### config.mk
export PLATFORM = sky130hd
export DESIGN_NAME = sprite_blit_ctrl_flat
export DESIGN_NICKNAME = d
export VERILOG_FILES = /design/src/rtl/game_pkg.sv /design/src/rtl/sprite_blit_ctrl_if.sv /design/src/rtl/sprite_blit_ctrl_xy_counter.sv /design/src/rtl/sprite_blit_ctrl.sv /design/src/flat_wrapper.sv
export SDC_FILE = /design/constraint.sdc
export NUM_CORES = 1
export LEC_CHECK = 0
export BUFFER_PORTS_ARGS = -buffer_cell sky130_fd_sc_hd__buf_2
export CAP_MARGIN = 0
export CORE_MARGIN = 2
export CORE_UTILIZATION = 52
export CTS_CLUSTER_DIAMETER = 120
export DETAILED_ROUTE_END_ITERATION = 8
export GPL_TIMING_DRIVEN = 0
export PLACE_DENSITY = 0.84
export REMOVE_ABC_BUFFERS = 1
export SLEW_MARGIN = 20
export SYNTH_ARGS = -nofsm -noshare
export SYNTH_HDL_FRONTEND = slang
export SYNTH_SLANG_ARGS = --single-unit
### constraint.sdc
create_clock -name clk -period 5.8 [get_ports clk]
set_input_delay 0.58 -clock clk [delete_from_list [all_inputs] [get_ports clk]]
set_output_delay 0.58 -clock clk [all_outputs]
set_load 0.01 [all_outputs]
### src/rtl/game_pkg.sv
// Shared screen/sprite geometry, colour encoding and blit state type for the sprite path.
package game_pkg;

    localparam int unsigned SCREEN_W = 160;
    localparam int unsigned SCREEN_H = 120;
    localparam int unsigned SPRITE_W = 40;
    localparam int unsigned SPRITE_H = 40;

    localparam int unsigned COLOUR_W = 3;
    localparam logic [COLOUR_W-1:0] TRANSPARENT = 3'b000;

    localparam int unsigned X_W    = 8;
    localparam int unsigned Y_W    = 7;
    localparam int unsigned COL_W  = 6;
    localparam int unsigned ROW_W  = 6;
    localparam int unsigned ADDR_W = 11;

    typedef enum logic [1:0] {
        StIdle,
        StDraw,
        StFlush,
        StDone
    } blit_state_e;

    // row*40 + col via shifts; max 39*40+39 = 1599 fits in 11 bits.
    function automatic logic [ADDR_W-1:0] lin_addr(input logic [ROW_W-1:0] row,
                                                   input logic [COL_W-1:0] col);
        logic [ADDR_W-1:0] w_row;
        w_row    = {5'd0, row};
        lin_addr = (w_row << 5) + (w_row << 3) + {5'd0, col};
    endfunction

endpackage

### src/rtl/sprite_blit_ctrl_if.sv
// Bus bundle between the sprite sequencer, its ROM, the upstream game logic and the VGA adapter.
interface sprite_blit_ctrl_if;
    import game_pkg::*;

    logic                start;
    logic [X_W-1:0]      pos_x;
    logic [Y_W-1:0]      pos_y;
    logic [ADDR_W-1:0]   sprite_addr;
    logic [COLOUR_W-1:0] sprite_data;
    logic [X_W-1:0]      vga_x;
    logic [Y_W-1:0]      vga_y;
    logic [COLOUR_W-1:0] vga_colour;
    logic                vga_plot;
    logic                busy;
    logic                done;

    modport master (
        output start, pos_x, pos_y, sprite_data,
        input  sprite_addr, vga_x, vga_y, vga_colour, vga_plot, busy, done
    );

    modport slave (
        input  start, pos_x, pos_y, sprite_data,
        output sprite_addr, vga_x, vga_y, vga_colour, vga_plot, busy, done
    );

endinterface

### src/rtl/sprite_blit_ctrl_xy_counter.sv
// Row-major col/row walker over the sprite, producing the linear ROM address and a last flag.
module sprite_xy_counter
    import game_pkg::*;
(
    input  logic              clk,
    input  logic              resetn,
    input  logic              i_en,
    input  logic              i_clr,
    output logic [COL_W-1:0]  o_col,
    output logic [ROW_W-1:0]  o_row,
    output logic [ADDR_W-1:0] o_addr,
    output logic              o_last
);

    logic [COL_W-1:0] r_col;
    logic [ROW_W-1:0] r_row;
    logic             w_col_end;
    logic             w_row_end;

    assign w_col_end = (r_col == COL_W'(SPRITE_W - 1));
    assign w_row_end = (r_row == ROW_W'(SPRITE_H - 1));

    always_ff @(posedge clk or negedge resetn) begin
        if (!resetn) begin
            r_col <= '0;
            r_row <= '0;
        end else if (i_clr) begin
            r_col <= '0;
            r_row <= '0;
        end else if (i_en) begin
            if (w_col_end) begin
                r_col <= '0;
                r_row <= w_row_end ? '0 : r_row + ROW_W'(1);
            end else begin
                r_col <= r_col + COL_W'(1);
            end
        end
    end

    assign o_col  = r_col;
    assign o_row  = r_row;
    assign o_addr = lin_addr(r_row, r_col);
    assign o_last = w_col_end && w_row_end;

endmodule

### src/rtl/sprite_blit_ctrl.sv
// Sequencer copying one 40x40 sprite from a synchronous ROM to the screen, skipping
// transparent pixels and clipping anything that lands outside 160x120.
module sprite_blit_ctrl
    import game_pkg::*;
(
    input  logic              clk,
    input  logic              resetn,
    sprite_blit_ctrl_if.slave io_bus
);

    blit_state_e      r_state;
    blit_state_e      w_state_next;
    logic [X_W-1:0]   r_pos_x;
    logic [Y_W-1:0]   r_pos_y;
    logic             r_valid;
    logic [7:0]       r_px;
    logic [7:0]       r_py;

    logic             w_accept;
    logic             w_cnt_en;
    logic             w_cnt_clr;
    logic             w_last;
    logic [COL_W-1:0] w_col;
    logic [ROW_W-1:0] w_row;
    logic [ADDR_W-1:0] w_addr;
    logic             w_opaque;
    logic             w_on_screen;

    sprite_xy_counter u_xy_counter (
        .clk    (clk),
        .resetn (resetn),
        .i_en   (w_cnt_en),
        .i_clr  (w_cnt_clr),
        .o_col  (w_col),
        .o_row  (w_row),
        .o_addr (w_addr),
        .o_last (w_last)
    );

    always_ff @(posedge clk or negedge resetn) begin
        if (!resetn) begin
            r_state <= StIdle;
        end else begin
            r_state <= w_state_next;
        end
    end

    // Counter stops on the last address so FLUSH keeps presenting 1599.
    always_comb begin
        w_state_next = r_state;
        w_accept     = 1'b0;
        w_cnt_en     = 1'b0;
        w_cnt_clr    = 1'b0;
        unique case (r_state)
            StIdle: begin
                if (io_bus.start) begin
                    w_accept     = 1'b1;
                    w_cnt_clr    = 1'b1;
                    w_state_next = StDraw;
                end
            end
            StDraw: begin
                w_cnt_en = !w_last;
                if (w_last) begin
                    w_state_next = StFlush;
                end
            end
            StFlush: w_state_next = StDone;
            StDone: begin
                w_cnt_clr    = 1'b1;
                w_state_next = StIdle;
            end
            default: w_state_next = StIdle;
        endcase
    end

    // Screen coordinates are kept 8 bits wide so off-screen pixels compare correctly.
    always_ff @(posedge clk or negedge resetn) begin
        if (!resetn) begin
            r_pos_x <= '0;
            r_pos_y <= '0;
            r_valid <= 1'b0;
            r_px    <= '0;
            r_py    <= '0;
        end else begin
            if (w_accept) begin
                r_pos_x <= io_bus.pos_x;
                r_pos_y <= io_bus.pos_y;
            end
            r_valid <= (r_state == StDraw);
            if (r_state == StDraw) begin
                r_px <= r_pos_x + {2'd0, w_col};
                r_py <= {1'b0, r_pos_y} + {2'd0, w_row};
            end
        end
    end

    assign w_opaque    = (io_bus.sprite_data != TRANSPARENT);
    assign w_on_screen = (r_px < 8'(SCREEN_W)) && (r_py < 8'(SCREEN_H));

    assign io_bus.sprite_addr = w_addr;
    assign io_bus.vga_x       = r_px;
    assign io_bus.vga_y       = r_py[Y_W-1:0];
    // Colour is forced to zero outside valid pixels so reset clears every output.
    assign io_bus.vga_colour  = r_valid ? io_bus.sprite_data : '0;
    assign io_bus.vga_plot    = r_valid && w_opaque && w_on_screen;
    assign io_bus.busy        = (r_state == StDraw) || (r_state == StFlush);
    assign io_bus.done        = (r_state == StDone);

endmodule
### src/flat_wrapper.sv
// flat-port wrapper written by rule: the top's interface ports become plain ports
module sprite_blit_ctrl_flat import game_pkg::*;
  (clk, resetn, io_bus_start, io_bus_pos_x, io_bus_pos_y, io_bus_sprite_data, io_bus_sprite_addr, io_bus_vga_x, io_bus_vga_y, io_bus_vga_colour, io_bus_vga_plot, io_bus_busy, io_bus_done);
  sprite_blit_ctrl_if io_bus_i ();
  input  logic clk;
  input  logic resetn;
  input wire logic [$bits(io_bus_i.start)-1:0] io_bus_start;
  input wire logic [$bits(io_bus_i.pos_x)-1:0] io_bus_pos_x;
  input wire logic [$bits(io_bus_i.pos_y)-1:0] io_bus_pos_y;
  input wire logic [$bits(io_bus_i.sprite_data)-1:0] io_bus_sprite_data;
  output wire logic [$bits(io_bus_i.sprite_addr)-1:0] io_bus_sprite_addr;
  output wire logic [$bits(io_bus_i.vga_x)-1:0] io_bus_vga_x;
  output wire logic [$bits(io_bus_i.vga_y)-1:0] io_bus_vga_y;
  output wire logic [$bits(io_bus_i.vga_colour)-1:0] io_bus_vga_colour;
  output wire logic [$bits(io_bus_i.vga_plot)-1:0] io_bus_vga_plot;
  output wire logic [$bits(io_bus_i.busy)-1:0] io_bus_busy;
  output wire logic [$bits(io_bus_i.done)-1:0] io_bus_done;
  assign io_bus_i.start = io_bus_start;
  assign io_bus_i.pos_x = io_bus_pos_x;
  assign io_bus_i.pos_y = io_bus_pos_y;
  assign io_bus_i.sprite_data = io_bus_sprite_data;
  assign io_bus_sprite_addr = io_bus_i.sprite_addr;
  assign io_bus_vga_x = io_bus_i.vga_x;
  assign io_bus_vga_y = io_bus_i.vga_y;
  assign io_bus_vga_colour = io_bus_i.vga_colour;
  assign io_bus_vga_plot = io_bus_i.vga_plot;
  assign io_bus_busy = io_bus_i.busy;
  assign io_bus_done = io_bus_i.done;
  sprite_blit_ctrl u_core (.clk(clk), .resetn(resetn), .io_bus(io_bus_i));
endmodule
==> metrics.cfg <==
[clocking]
cts_buffer_depth=2
clk_latency_ps=290
hold_buffers=0
post_cts_buffers=0
cts-root-buf=clkbuf_8
numCtsBuffers=5
cts_tree=yes
cts_resized=0
cts.clk_slew.worst_paths_ps=80
htreeDepth=2
cts_sinks=46

[floorplanning]
die-height_um=80.2
io_pins=53
dieArea_mm2=0.00644
core_mm2=0.00557
initial_core_util_pct=54.2
die_x_um=80.2
num_rows=27

[min_path]
holdCritPathClass=input pin to async pin

[sta]
hold_viol_final=0
rsz0062_at_grt=no
slew_viol_final=0
fmax_mhz=308
finalSetupTns_ps=0
tightest_slew_ps=976
timing.final.ws_setup_ps=2550
timing.final.crit_share_pct=56.1
relSlewSlack_pct=35.0
setup_viol=0
fin_worst_skew_ps=5.87
finalCriticalPeriod_ps=3250

[cells_and_area]
nNetsFinal=380
drive_gt1_share_pct=25.5
synthToLayoutAreaGrowth_pct=10.2
diodes=0

[route]
drt_pre_antenna_iters=4
viasPerCell=5.74
via_count=2278
drtIter0Drc=88
drc=0
routed_wl_mm=5.83
wl_per_cell_um=14.7
final_antenna_net_count=0

[grt]
grt_antenna_before_repair=0
grt.total_usage_pct=19.6
grt_overflow=0
grt_first_pass_wirelength_mm=9.92
grt_max_degree=47
grt_pass1_vias=2210

[logic_synthesis]
synth.avg_cell_area_um2=10.6
synthesis.area_mm2=0.00302
ys_types=50
ys_async_sr_fraction_pct=100
syn_inst=284
ys_seq_area_share_pct=38.1
synth_seq_cells=46
synth_edf_count=0
synth-warning-count=0
synth_ff_type=dfrtp_1

[power_and_ir_drop]
p_leak_uw=0.00173
ir_worst_vdd_uv=134
powerDensity_mw_per_mm2=156

[worst_setup_path]
worstPathMaxFanout=6
cp-end-kind=output pin
crit_arrival_ps=2670
start_kind=flop
crit_type=flop to output pin
crit_required_ps=5220

[run_status]
status=finished, final reports clean

[placement]
place_ws_ps=2880
gp_congestion=0.826
io_buffers=52
detailed_place_hpwl_mm=4.31

[flow_run]
drv_cap=0

[cells by family (layout without fill, tap and decap cells)]
logic type      after synthesis  after routing  synth area share [%]
fa+ha+maj                    34             34                  15.1
simple gates                 61             61                  11.3
xor+xnor                     11             11                  3.19
mux                          27             27                  9.89
compound gates               70             70                  16.3
buf+inv                      35             76                  6.13
flops                        46             46                  38.1
[layout make-up]
class                           count  area [um2]
Tap cell                           72        90.1
Multi-Input combinational cell    203        1690
Clock buffer                        7        76.3
Fill cell                         473        2240
Inverter                           17        65.1
Sequential cell                    46        1150
Timing Repair Buffer               52         263
[stage by stage]
step | hold slack, ps | instances | utilization [%] | cell area [um2] | total power, uW
detailed placement | 494 | 390 | 58.4 | 3250 | 343
global placement | 488 | 390 | 58.4 | 3250 | 343
finish | 277 | 397 | 59.8 | 3330 | 520
global route | 332 | 397 | 59.8 | 3330 | 545
floorplan | 284 | 266 | - | 2900 | 329
CTS | 487 | 397 | 59.7 | 3330 | 527
[final timing paths]
check	startpoint	end	slack, ps	cells after the start
max reg2reg	u_core.r_state[1]$_DFFE_PN0P_	u_core.r_state[1]$_DFFE_PN0P_	2950	6
max in group asynchronous	resetn	u_core.u_xy_counter.o_row[4]$_DFFE_PN0P_	5120	1
min in group clk	u_core.io_bus.vga_x[0]$_DFFE_PN0P_	u_core.io_bus.vga_x[0]$_DFFE_PN0P_	510	1
min reg2reg	u_core.io_bus.vga_x[0]$_DFFE_PN0P_	u_core.io_bus.vga_x[0]$_DFFE_PN0P_	510	1
min	resetn	u_core.r_pos_y[1]$_DFFE_PN0P_	280	1
max	u_core.u_xy_counter.o_row[0]$_DFFE_PN0P_	io_bus_sprite_addr[10]	2550	8
[worst max-delay path, stage by stage, from the launching register on]
cell and delay [ps]:
dfrtp_1 490, inv_1 130, fa_1 590, fa_1 230, nor2b_1 70, o31a_1 270
or4_1 400, nand3_1 90, buf_2 120
[cell usage after synthesis, drive strengths merged, types with 4 or more instances]
cell type	number	share of area, %
dfrtp	46	38
ha	30	12
mux2	23	8.6
inv	16	2.0
a21oi	15	2.5
nor2	14	1.7
a211oi	12	3.0
buf	12	3.1
nand2	12	1.5
o21ai	11	1.8
xnor2	8	2.3
a21o	6	1.5
clkbuf	6	0.87
o211ai	6	1.9
and2	5	1.0
nand3	5	0.83
fa	4	2.6
mux2i	4	1.3
o21bai	4	0.99
[cell usage in the layout, fill, tap and decap left out, drive strengths merged, types with 2 or more instances in the layout]
cell	netlist	layout
a211oi	12	12
a21o	6	6
a21oi	15	15
and2	5	5
and3	2	2
buf	12	52
clkbuf	6	7
dfrtp	46	46
fa	4	4
ha	30	30
inv	16	16
mux2	23	23
mux2i	4	4
nand2	12	12
nand3	5	5
nand3b	2	2
nand4	3	3
nand4b	2	2
nor2	14	14
nor2b	2	2
nor3	3	3
nor3b	3	3
nor4b	2	2
o211ai	6	6
o21ai	11	11
o21bai	4	4
o2bb2ai	3	3
o31a	2	2
o31ai	3	3
or4	3	3
xnor2	8	8
xor2	3	3
[power by group]
part	internal, uW	switching, uW
registers	320	0
clock network	83.1	100
logic	6.62	9.53
[per-layer routing]
metal	part of all wire (%)	routed length [um]	GRT usage, %
met2	49	2840	32.8
met1	46	2680	25.4
met3	4.8	278	3.37
met4	0.58	34	7.29
met5	0	0	0
[sequential cells by signal (all words and copies together) (netlist names)]
name / count
u_core.r_valid: 1
u_core.r_pos_y: 7
u_core.r_state: 2
u_core.io_bus.vga_x: 8
u_core.u_xy_counter.o_col: 6
u_core.u_xy_counter.o_row: 6
u_core.r_pos_x: 8
u_core.r_py: 8
Note: power is estimated with default switching activity, not from simulation.
